`config.mk`:
```
export PLATFORM = sky130hd
export DESIGN_NAME = nibble_serial_adder
export DESIGN_NICKNAME = d
export VERILOG_FILES = /design/src/rtl/nsa_pkg.sv /design/src/rtl/nibble_add4.sv /design/src/rtl/nibble_serial_adder.sv
export SDC_FILE = /design/constraint.sdc
export NUM_CORES = 1
export LEC_CHECK = 0
export ABC_AREA = 0
export CORE_MARGIN = 2
export CORE_UTILIZATION = 35
export DETAILED_ROUTE_END_ITERATION = 8
export HOLD_SLACK_MARGIN = 0.08
export REMOVE_ABC_BUFFERS = 1
export SLEW_MARGIN = 20
export SYNTH_ARGS = -nofsm -noshare
export SYNTH_HDL_FRONTEND = slang
export SYNTH_HIERARCHICAL = 1
export SYNTH_SLANG_ARGS = --single-unit
export TNS_END_PERCENT = 1
```
`constraint.sdc`:
```
create_clock -name clk -period 2.4 [get_ports clk]
set_input_delay 0.72 -clock clk [delete_from_list [all_inputs] [get_ports clk]]
set_output_delay 0.72 -clock clk [all_outputs]
set_load 0.005 [all_outputs]
```
`src/rtl/nsa_pkg.sv`:
```
// ---------------------------------------------------------------------------
// nsa_pkg
// Shared definitions for the nibble-serial adder.
//   NIB_W        : datapath slice width (one nibble)
//   nsa_state_t  : controller states IDLE / RUN / DONE
//   nib_cnt()    : number of nibbles in an operand of the given width
//   cnt_w()      : bit width of the nibble counter for the given operand width
// ---------------------------------------------------------------------------
package nsa_pkg;

    localparam int NIB_W = 4;

    typedef enum logic [1:0] {
        IDLE = 2'd0,
        RUN  = 2'd1,
        DONE = 2'd2
    } nsa_state_t;

    function automatic int nib_cnt(input int width);
        return width / NIB_W;
    endfunction

    // Operands are at least two nibbles wide, so $clog2 never returns 0 here;
    // the guard only protects against misuse with a single-nibble width.
    function automatic int cnt_w(input int width);
        return (nib_cnt(width) > 1) ? $clog2(nib_cnt(width)) : 1;
    endfunction

endpackage

```
`src/rtl/nibble_add4.sv`:
```
// ---------------------------------------------------------------------------
// nibble_add4
// Combinational 4-bit adder: {co, s4} = x4 + y4 + ci.
// Ports:
//   x4, y4 : in  [3:0] addend nibbles
//   ci     : in        carry in
//   s4     : out [3:0] sum nibble
//   co     : out       carry out of bit 3
// ---------------------------------------------------------------------------
module nibble_add4
    import nsa_pkg::*;
(
    input  logic [NIB_W-1:0] x4,
    input  logic [NIB_W-1:0] y4,
    input  logic             ci,
    output logic [NIB_W-1:0] s4,
    output logic             co
);

    logic [NIB_W:0] c_chain;

    assign c_chain[0] = ci;

    // Plain ripple chain; one full adder per bit.
    generate
        for (genvar gi = 0; gi < NIB_W; gi++) begin : g_fa
            assign s4[gi]        = x4[gi] ^ y4[gi] ^ c_chain[gi];
            assign c_chain[gi+1] = (x4[gi] & y4[gi]) | (c_chain[gi] & (x4[gi] ^ y4[gi]));
        end
    endgenerate

    assign co = c_chain[NIB_W];

endmodule

```
`src/rtl/nibble_serial_adder.sv`:
```
// ---------------------------------------------------------------------------
// nibble_serial_adder
// Sequential WIDTH-bit adder processing one nibble per clock, LSB nibble
// first, with the inter-nibble carry held in a register.
//   {c_out, s} = a + b + c_in   (modulo 2^(WIDTH+1))
// Optional feature macro: SUB_EN -- adds the `sub` port; sub=1 at accept
// computes a - b (b inverted, carry forced to 1, c_in ignored); c_out=1
// then means "no borrow".
// Ports:
//   clk       : in         rising-edge clock
//   rst_n     : in         asynchronous active-low reset
//   in_valid  : in         operands presented
//   in_ready  : out        operands accepted (high only in IDLE)
//   a, b      : in  WIDTH  operands
//   c_in      : in         carry in
//   sub       : in         subtract select (SUB_EN builds only)
//   out_valid : out        result valid (DONE)
//   out_ready : in         consumer accepts result
//   s         : out WIDTH  sum; keeps last result until the next op runs
//   c_out     : out        carry out of bit WIDTH-1
//   busy      : out        high in RUN or DONE
// WIDTH must be a multiple of 4 and at least 8.
// ---------------------------------------------------------------------------
module nibble_serial_adder
    import nsa_pkg::*;
#(
    parameter int WIDTH = 16
) (
    input  logic             clk,
    input  logic             rst_n,
    input  logic             in_valid,
    output logic             in_ready,
    input  logic [WIDTH-1:0] a,
    input  logic [WIDTH-1:0] b,
    input  logic             c_in,
`ifdef SUB_EN
    input  logic             sub,
`endif
    output logic             out_valid,
    input  logic             out_ready,
    output logic [WIDTH-1:0] s,
    output logic             c_out,
    output logic             busy
);

    localparam int NIB   = nib_cnt(WIDTH);
    localparam int CNT_W = cnt_w(WIDTH);

    nsa_state_t       state_reg,  state_next;
    logic [WIDTH-1:0] a_sh_reg,   a_sh_next;
    logic [WIDTH-1:0] b_sh_reg,   b_sh_next;
    logic [WIDTH-1:0] s_reg,      s_next;
    logic             carry_reg,  carry_next;
    logic             c_out_reg,  c_out_next;
    logic [CNT_W-1:0] cnt_reg,    cnt_next;

    logic [NIB_W-1:0] sum_nib;
    logic             nib_co;

    // The single nibble adder always looks at the low nibble of the shifters.
    nibble_add4 u_add4 (
        .x4 (a_sh_reg[NIB_W-1:0]),
        .y4 (b_sh_reg[NIB_W-1:0]),
        .ci (carry_reg),
        .s4 (sum_nib),
        .co (nib_co)
    );

    always_comb begin
        state_next = state_reg;
        a_sh_next  = a_sh_reg;
        b_sh_next  = b_sh_reg;
        s_next     = s_reg;
        carry_next = carry_reg;
        c_out_next = c_out_reg;
        cnt_next   = cnt_reg;

        case (state_reg)
            IDLE: begin
                if (in_valid) begin
                    a_sh_next  = a;
                    b_sh_next  = b;
                    carry_next = c_in;
`ifdef SUB_EN
                    // Two's-complement subtract: a + ~b + 1.
                    if (sub) begin
                        b_sh_next  = ~b;
                        carry_next = 1'b1;
                    end
`endif
                    cnt_next   = '0;
                    state_next = RUN;
                end
            end
            RUN: begin
                // After NIB shifts the first nibble computed lands in s[3:0].
                s_next     = {sum_nib, s_reg[WIDTH-1:NIB_W]};
                a_sh_next  = a_sh_reg >> NIB_W;
                b_sh_next  = b_sh_reg >> NIB_W;
                carry_next = nib_co;
                cnt_next   = cnt_reg + CNT_W'(1);
                if (cnt_reg == CNT_W'(NIB - 1)) begin
                    c_out_next = nib_co;
                    state_next = DONE;
                end
            end
            DONE: begin
                if (out_ready) begin
                    state_next = IDLE;
                end
            end
            default: begin
                state_next = IDLE;
            end
        endcase
    end

    always_ff @(posedge clk or negedge rst_n) begin
        if (!rst_n) begin
            state_reg <= IDLE;
            a_sh_reg  <= '0;
            b_sh_reg  <= '0;
            s_reg     <= '0;
            carry_reg <= 1'b0;
            c_out_reg <= 1'b0;
            cnt_reg   <= '0;
        end else begin
            state_reg <= state_next;
            a_sh_reg  <= a_sh_next;
            b_sh_reg  <= b_sh_next;
            s_reg     <= s_next;
            carry_reg <= carry_next;
            c_out_reg <= c_out_next;
            cnt_reg   <= cnt_next;
        end
    end

    assign in_ready  = (state_reg == IDLE);
    assign out_valid = (state_reg == DONE);
    assign busy      = (state_reg != IDLE);
    assign s         = s_reg;
    assign c_out     = c_out_reg;

endmodule

```
==> results of run 1 <==
kinds of logic (layout without fill, tap and decap cells):
kind of cell,count (synthesis),in the layout
compound gates,55,55
fa+ha+maj,5,5
buf+inv,35,89
flops,54,54
mux,1,1
simple gates,126,126
cell usage after synthesis, drive strengths merged:
library cell	number	share of area, %
nand2b	4	0.93
dfrtp	54	50
clkbuf	5	0.70
or2	2	0.47
o31ai	1	0.28
fa	4	3.0
o21ai	19	3.6
inv	12	1.7
nor2b	2	0.47
buf	18	4.5
ha	1	0.47
nand2	59	8.3
o32ai	9	4.1
o22ai	25	5.8
nor2	11	1.5
nor3	48	13
mux2	1	0.42
a21oi	1	0.19
worst max path at each step:
stage | start | end | slack, ns
final | state_reg[1] | in_ready | 0.09
after CTS | state_reg[0] | in_ready | 0.06
after global placement | a_sh_reg[0] | s[15] | 0.22
after global routing | state_reg[1] | in_ready | 0.002
after detailed placement | a_sh_reg[0] | s[15] | 0.20
after floorplan | state_reg[0] | b_sh_reg[10] | -0.28
worst max-delay path, stage by stage (launching register included):
cell and delay, ns:
dfrtp_1 0.43, or2_2 0.32, inv_1 0.06, clkdlybuf4s50_1 0.48
routing by layer:
layer	global-route usage, %	part of all wire, %	vias to the layer above	wire [um]
met4	3.03	0.73	0	43
li1	-	-	1059	-
met1	21.2	50	1014	2910
met2	21.9	46	42	2680
met3	2.90	3.8	5	224
met5	0	0	-	0
final cells by class:
cell class | instances | area, um2 | share of cell area [%]
clock buffers | 8 | 110 | 3.19
inverters | 12 | 45.0 | 1.31
multi-input cells | 187 | 1140 | 33.0
flip-flops and latches | 54 | 1350 | 39.2
well taps | 99 | 124 | 3.59
repair buffers | 69 | 678 | 19.7
power groups by stage:
stage	clock [W]	combinational (W)	sequential [W]
6_report	0.000582	0.00211	0.00167
3_3_place_gp	0	0.00208	0.00168
2_1_floorplan	0	0.00119	0.00173
3_5_place_dp	0	0.00212	0.00169
5_1_grt	0.000629	0.00239	0.00173
4_1_cts	0.000597	0.00213	0.00167
through the flow:
step	setup TNS [ns]	utilization, %
finish	0	47.1
global route	0	47.1
CTS	0	47.0
detailed placement	0	45.5
global placement	0	45.5
floorplan	-9.00	-
==> flow_summary.json, run 1 <==
{
  "status": "complete, no violations",
  "port_buffers": 56,
  "cts.sinks": 54,
  "postSynthCellCount": 276,
  "r2r_slack_ns": 0.19,
  "p_sw_w": 0.00173,
  "cts_hold_buf": 0,
  "wl_per_cell_um": 13.7,
  "fp.dieH_um": 91.4,
  "r2r_start": "a_sh_reg[0]",
  "post-route-drc-count": 0,
  "syn-cell-area_mm2": 0.00268,
  "clockBufferDepth": 2,
  "synth-simple-area-share_pct": 24.8,
  "drt_iter0_drc": 102,
  "setup_viol": 0,
  "synth_seq_cells": 54,
  "swShare_pct": 39.6,
  "power_w": 0.00436,
  "whs_ns": 0.387,
  "area_delta_synth_final_pct": 28.9,
  "pre_cts_slack_ns": 0.200,
  "dp_cells": 420,
  "combPwrFrac_pct": 48.4,
  "final_cell_mix": "nand2_1, clkdlybuf4s50_1, dfrtp_1",
  "track_usage_pct": 14.4,
  "stdcell_count": 429,
  "endpoint_kind": "primary output",
  "clkPwrFrac_pct": 13.3,
  "peakVddDrop_v": 0.000361,
  "maxClockFrequency_ghz": 0.432,
  "reg2reg_to": "s[15]",
  "antenna_found_initial": 0,
  "required_ns": 1.68,
  "fin_crit_sh_pct": 96.4,
  "clk_latency_ns": 0.30,
  "h-tree-depth": 2,
  "synth-compound-area-share_pct": 13.9,
  "totalWireLength_um": 5860,
  "start_util_pct": 36.5,
  "synth_top_family_by_area": "simple AND/OR/NAND/NOR gates",
  "synth_cell_type_count": 27,
  "fin_crit_ns": 2.31,
  "n_fill_cell": 696,
  "crit_arrival_ns": 1.59,
  "hold_path.class": "in -> async",
  "drive_above_1_share_pct": 15.8,
  "seq_area_frac_synth_pct": 50.5,
  "drt-pass1-iter-count": 4,
  "overflow": 0,
  "grt_max_degree": 46,
  "antenna-diode-count": 0,
  "tightest_slew_ns": 0.538,
  "cts-buffers-inserted": 5,
  "dp.final_hpwl_um": 4080,
  "fin_area_mm2": 0.00345,
  "hold_viol": 0,
  "gp_congestion": 0.760,
  "slew_viol_final": 0,
  "avgSynthCellArea_um2": 9.70,
  "power.density_mw_per_mm2": 1260,
  "crit_fanout": 4,
  "cts_resized": 0,
  "drt.antenna.violating_nets": 0,
  "skew_ns": 0.00379,
  "cts_setup_buffers": 0,
  "fp.dieW_um": 91.4,
  "final_common_cell": "nand2_1",
  "cts_root_buffer": "clkbuf_8",
  "synth_fa_ha_area_share_pct": 3.46,
  "synthXorXnorAreaFrac_pct": 0,
  "dr_total_vias": 2120,
  "synthMuxAreaShare_pct": 0.421,
  "cts_tree": "yes",
  "seqPwrFrac_pct": 38.2,
  "reg2regPathDepth": 10,
  "grt_pass1_vias": 1973,
  "rows": 31,
  "yosysWarningCount": 6,
  "fin_nets": 371,
  "p_int_w": 0.00264,
  "ios": 57,
  "p_leak_nw": 1.48,
  "cp-start-kind": "flop",
  "placed_area_mm2": 0.00333,
  "core_area_mm2": 0.00733,
  "slew_headroom_pct": 64.2,
  "vias_per_cell": 4.94,
  "clk_pin_slew_ns": 0.09,
  "grt_pass1_wl_um": 9800,
  "fin_ws_ns": 0.0860,
  "path_class": "reg -> out",
  "drv_cap": 0,
  "die_area_mm2": 0.00836,
  "rsz0062_at_grt": "false"
}
(Power assumes the default switching activity.)
==> run 2, diff against run 1 <==
Settings changed: ABC_AREA 0 to 1.
==> flow_summary.json, run 2 <==
{
  "h-tree-depth": 2,
  "cts_hold_buf": 0,
  "post-route-drc-count": 0,
  "slew_viol_final": 0,
  "stdcell_count": 492,
  "power.density_mw_per_mm2": 1270,
  "clockBufferDepth": 2,
  "grt_pass1_wl_um": 9650,
  "die_area_mm2": 0.00817,
  "ys_top_cells_by_area": "dfrtp_1, nand2_1, inv_1, nand3_1, o21ai_0",
  "postSynthCellCount": 338,
  "fin_area_mm2": 0.00342,
  "track_usage_pct": 14.5,
  "cts_resized": 0,
  "yosysTopAreaCellShare_pct": 51.7,
  "rsz0062_at_grt": "false",
  "overflow": 0,
  "hold_viol": 0,
  "avgSynthCellArea_um2": 7.73,
  "synth_edf_count": 0,
  "dp.final_hpwl_um": 3690,
  "hold_path.class": "in -> async",
  "cts.sinks": 54,
  "p_leak_nw": 1.80,
  "dp_cells": 484,
  "final_cell_mix": "nand2_1, inv_1, clkdlybuf4s50_1",
  "synth.most_common_cell": "nand2_1",
  "cp-start-kind": "flop",
  "drt_iter0_drc": 101,
  "netlist_top_cells_count": "nand2_1, inv_1, dfrtp_1",
  "drt.antenna.violating_nets": 0,
  "crit_arrival_ns": 2.41,
  "start_util_pct": 36.0,
  "n_fill_cell": 754,
  "required_ns": 2.66,
  "synthArstFlopShare_pct": 100,
  "endpoint_kind": "flop",
  "maxClockFrequency_ghz": 0.465,
  "antenna_found_initial": 0,
  "setup_viol": 0,
  "crit_fanout": 2,
  "cts_root_buffer": "clkbuf_8",
  "tightest_slew_ns": 0.625,
  "rows": 31,
  "drt-pass1-iter-count": 4,
  "drv_cap": 0,
  "wl_per_cell_um": 11.3,
  "gp_congestion": 0.749,
  "cts_setup_buffers": 0,
  "core_area_mm2": 0.00725,
  "synth_seq_cells": 54,
  "seq_area_frac_synth_pct": 51.7,
  "cts_tree": "yes",
  "clk_latency_ns": 0.32,
  "area_delta_synth_final_pct": 30.8,
  "synth_flop_cell": "dfrtp_1",
  "fp.dieH_um": 90.4,
  "fin_crit_ns": 2.15,
  "placed_area_mm2": 0.00331,
  "fin_nets": 434,
  "slew_headroom_pct": 58.3,
  "pre_cts_slack_ns": 0.252,
  "peakVddDrop_v": 0.000373,
  "antenna-diode-count": 0,
  "synth_cell_type_count": 15,
  "totalWireLength_um": 5540,
  "fp.dieW_um": 90.4,
  "cts-buffers-inserted": 5,
  "skew_ns": 0.00861,
  "vias_per_cell": 4.53,
  "syn-cell-area_mm2": 0.00261,
  "fin_ws_ns": 0.249,
  "tns_ns": 0,
  "path_class": "reg -> reg",
  "grt_max_degree": 35,
  "ios": 57,
  "fin_crit_sh_pct": 89.6,
  "dr_total_vias": 2231,
  "status": "complete, no violations",
  "port_buffers": 56,
  "final_common_cell": "nand2_1",
  "yosysTopAreaCell": "dfrtp_1",
  "clk_pin_slew_ns": 0.09,
  "grt_pass1_vias": 2089,
  "drive_above_1_share_pct": 4.33,
  "yosysWarningCount": 6
}
==> run 2: cell families (layout without fill, tap and decap cells) <==
kind of cell    count (synthesis)  after routing  share of synthesized area [%]
fa+ha+maj                       5              5                           3.55
buf+inv                        87            142                           13.2
simple gates                  166            166                           26.4
compound gates                 26             26                           5.13
flops                          54             54                           51.7
==> run 2: path summary, 6_finish.rpt <==
path,startpoint,end,slack (ns),cells past startpoint
worst max-delay path,a_sh_reg[0],s[15],0.25,10
min in group clk,cnt_reg[0],cnt_reg[0],0.49,1
worst min register to register,cnt_reg[0],cnt_reg[0],0.49,1
worst min-delay path,rst_n,s[0],0.41,1
worst max register to register,a_sh_reg[0],s[15],0.25,10
max in group asynchronous,rst_n,a_sh_reg[1],1.42,2
==> run 2: report_power, final <==
part | internal (W) | switching, W | leakage (nW)
sequential | 0.00134 | 0.000234 | 0.673
combinational | 0.000941 | 0.00121 | 1.07
clock | 0.000312 | 0.000290 | 0.0524
total | 0.00260 | 0.00174 | 1.80
==> run 2: critical path, cell delays in order (launching register included) <==
cell and delay, ns:
dfrtp_1 0.41, fa_1 0.42, inv_1 0.07, fa_1 0.15, inv_1 0.05, fa_1 0.35, inv_1 0.07, fa_1 0.40
inv_1 0.06, nand2_1 0.05, nand2_1 0.07
==> run 2: metal layers <==
metal / track usage, % / wire (um) / up-vias
met4: 5.77 / 73 / 0
li1: - / - / 1120
met3: 3.17 / 313 / 5
met1: 19.1 / 2600 / 1042
met5: 0 / 0 / -
met2: 23.5 / 2560 / 64
==> run 2: final cells by class <==
type,instances,area (um2),area share (%)
tap,99,124,3.63
timing repair buffer,64,653,19.1
sequential,54,1350,39.6
multi-input combinational,197,918,26.9
clock buffer,7,76.3,2.23
inverter,70,263,7.69
clock inverter,1,30.0,0.879
==> run 2: through the flow <==
step / total power [W] / hold WS (ns) / utilization [%]
6_report: 0.00433 / 0.410 / 47.1
5_1_grt: 0.00481 / 0.452 / 47.1
4_1_cts: 0.00439 / 0.434 / 47.1
3_5_place_dp: 0.00378 / 0.469 / 45.6
3_3_place_gp: 0.00372 / 0.464 / 45.6
2_1_floorplan: 0.00286 / 0.424 / -
==> run 3, diff against run 2 <==
Settings changed: PLACE_DENSITY from default to 0.59.
==> flow_summary.json, run 3 (synthesis results as in run 2) <==
{
  "track_usage_pct": 13.6,
  "vias_per_cell": 4.38,
  "clk_pin_slew_ns": 0.09,
  "cts-buffers-inserted": 5,
  "fin_nets": 435,
  "endpoint_kind": "flop",
  "cts_root_buffer": "clkbuf_8",
  "cts_tree": "yes",
  "cts_setup_buffers": 0,
  "clkPwrFrac_pct": 12.4,
  "critPathSlowestCell": "fa_1",
  "crit_chain": "fa_1, inv_1, fa_1, inv_1, fa_1, inv_1, fa_1, inv_1, nand2_1, nand2_1",
  "fin_area_mm2": 0.00340,
  "post-route-drc-count": 0,
  "cts_resized": 0,
  "cp-start-kind": "flop",
  "slew_headroom_pct": 70.3,
  "drt-pass1-iter-count": 4,
  "start_util_pct": 36.0,
  "wl_per_cell_um": 10.7,
  "swShare_pct": 40.5,
  "crit_fanout": 2,
  "power.density_mw_per_mm2": 1230,
  "cts.sinks": 54,
  "final_cell_mix": "nand2_1, inv_1, clkdlybuf4s50_1",
  "r2r_start": "a_sh_reg[0]",
  "n_fill_cell": 751,
  "p_int_w": 0.00249,
  "tightest_slew_ns": 0.446,
  "fin_crit_ns": 2.13,
  "port_buffers": 56,
  "ios": 57,
  "fin_crit_sh_pct": 88.9,
  "hold_viol": 0,
  "die_area_mm2": 0.00817,
  "combPwrFrac_pct": 50.1,
  "p_sw_w": 0.00169,
  "fp.dieW_um": 90.4,
  "area_delta_synth_final_pct": 30.0,
  "maxClockFrequency_ghz": 0.469,
  "skew_ns": 0.00782,
  "crit_arrival_ns": 2.38,
  "grt_pass1_vias": 2001,
  "status": "complete, no violations",
  "required_ns": 2.65,
  "rows": 31,
  "dr_total_vias": 2161,
  "cpPeakStageDelay_ns": 0.42,
  "totalWireLength_um": 5300,
  "p_leak_nw": 1.79,
  "peakVddDrop_v": 0.000381,
  "slew_viol_final": 0,
  "drt.antenna.violating_nets": 0,
  "fp.dieH_um": 90.4,
  "overflow": 0,
  "antenna_found_initial": 0,
  "core_area_mm2": 0.00725,
  "drv_cap": 0,
  "whs_ns": 0.256,
  "rsz0062_at_grt": "false",
  "path_class": "reg -> reg",
  "tns_ns": 0,
  "grt_pass1_wl_um": 9140,
  "seqPwrFrac_pct": 37.5,
  "dp.final_hpwl_um": 3580,
  "hold_path.class": "in -> async",
  "stdcell_count": 493,
  "cts_hold_buf": 0,
  "setup_viol": 0,
  "antenna-diode-count": 0,
  "clockBufferDepth": 2,
  "drt_iter0_drc": 82,
  "placed_area_mm2": 0.00330,
  "grt_max_degree": 47,
  "h-tree-depth": 2,
  "gp_congestion": 0.749,
  "dp_cells": 485,
  "crit_family": "adder cells",
  "final_common_cell": "nand2_1",
  "drive_above_1_share_pct": 4.82,
  "crit_buf_inv": 4,
  "worstSetupStartpoint": "a_sh_reg[0]",
  "clk_latency_ns": 0.30
}
==> run 3: cell count changes in the layout (fill, tap and decap cells not counted) <==
cell	previous run	this run
clkbuf_8	5	6
buf_4	5	7
buf_12	3	2
bufinv_16	1	0
clkinv_2	0	1
clkbuf_1	2	1
==> run 3: path summary, 6_finish.rpt <==
path	to	slack, ns	cells past startpoint
min in group clk	cnt_reg[0]	0.49	1
hold reg to reg	cnt_reg[0]	0.49	1
max in group asynchronous	a_sh_reg[13]	1.64	2
setup reg to reg	s[15]	0.27	10
setup / recovery	s[15]	0.27	10
hold / removal	s[4]	0.26	1
==> run 3: routing by layer <==
| layer | vias to the layer above | routed length [um] | track usage [%] |
|---|---|---|---|
| li1 | 1124 | - | - |
| met1 | 985 | 2560 | 17.7 |
| met2 | 50 | 2450 | 22.8 |
| met3 | 2 | 265 | 4.01 |
| met4 | 0 | 24 | 2.69 |
| met5 | - | 0 | 0 |
==> run 3: cell type report <==
type | instances | area, um2 | share of cell area [%]
inverter | 70 | 263 | 7.74
tap | 99 | 124 | 3.65
clock inverter | 1 | 5.00 | 0.147
clock buffer | 7 | 86.3 | 2.54
timing repair buffer | 65 | 648 | 19.1
sequential | 54 | 1350 | 39.8
multi-input combinational | 197 | 918 | 27.0
==> run 3: metrics by stage <==
stage / setup WS (ns) / util (%) / total power, W
after global routing: 0.143 / 46.8 / 0.00462
after floorplan: -0.622 / - / 0.00286
after detailed placement: 0.282 / 45.6 / 0.00372
final: 0.266 / 46.8 / 0.00418
after CTS: 0.262 / 46.8 / 0.00426
after global placement: 0.306 / 45.6 / 0.00368
==> run 3: power groups by stage <==
stage          Sequential [W]  Combinational (W)  Clock, W
2_1_floorplan         0.00161            0.00126         0
3_3_place_gp          0.00158            0.00210         0
3_5_place_dp          0.00159            0.00213         0
4_1_cts               0.00157            0.00215  0.000539
5_1_grt               0.00162            0.00242  0.000572
6_report              0.00157            0.00210  0.000517
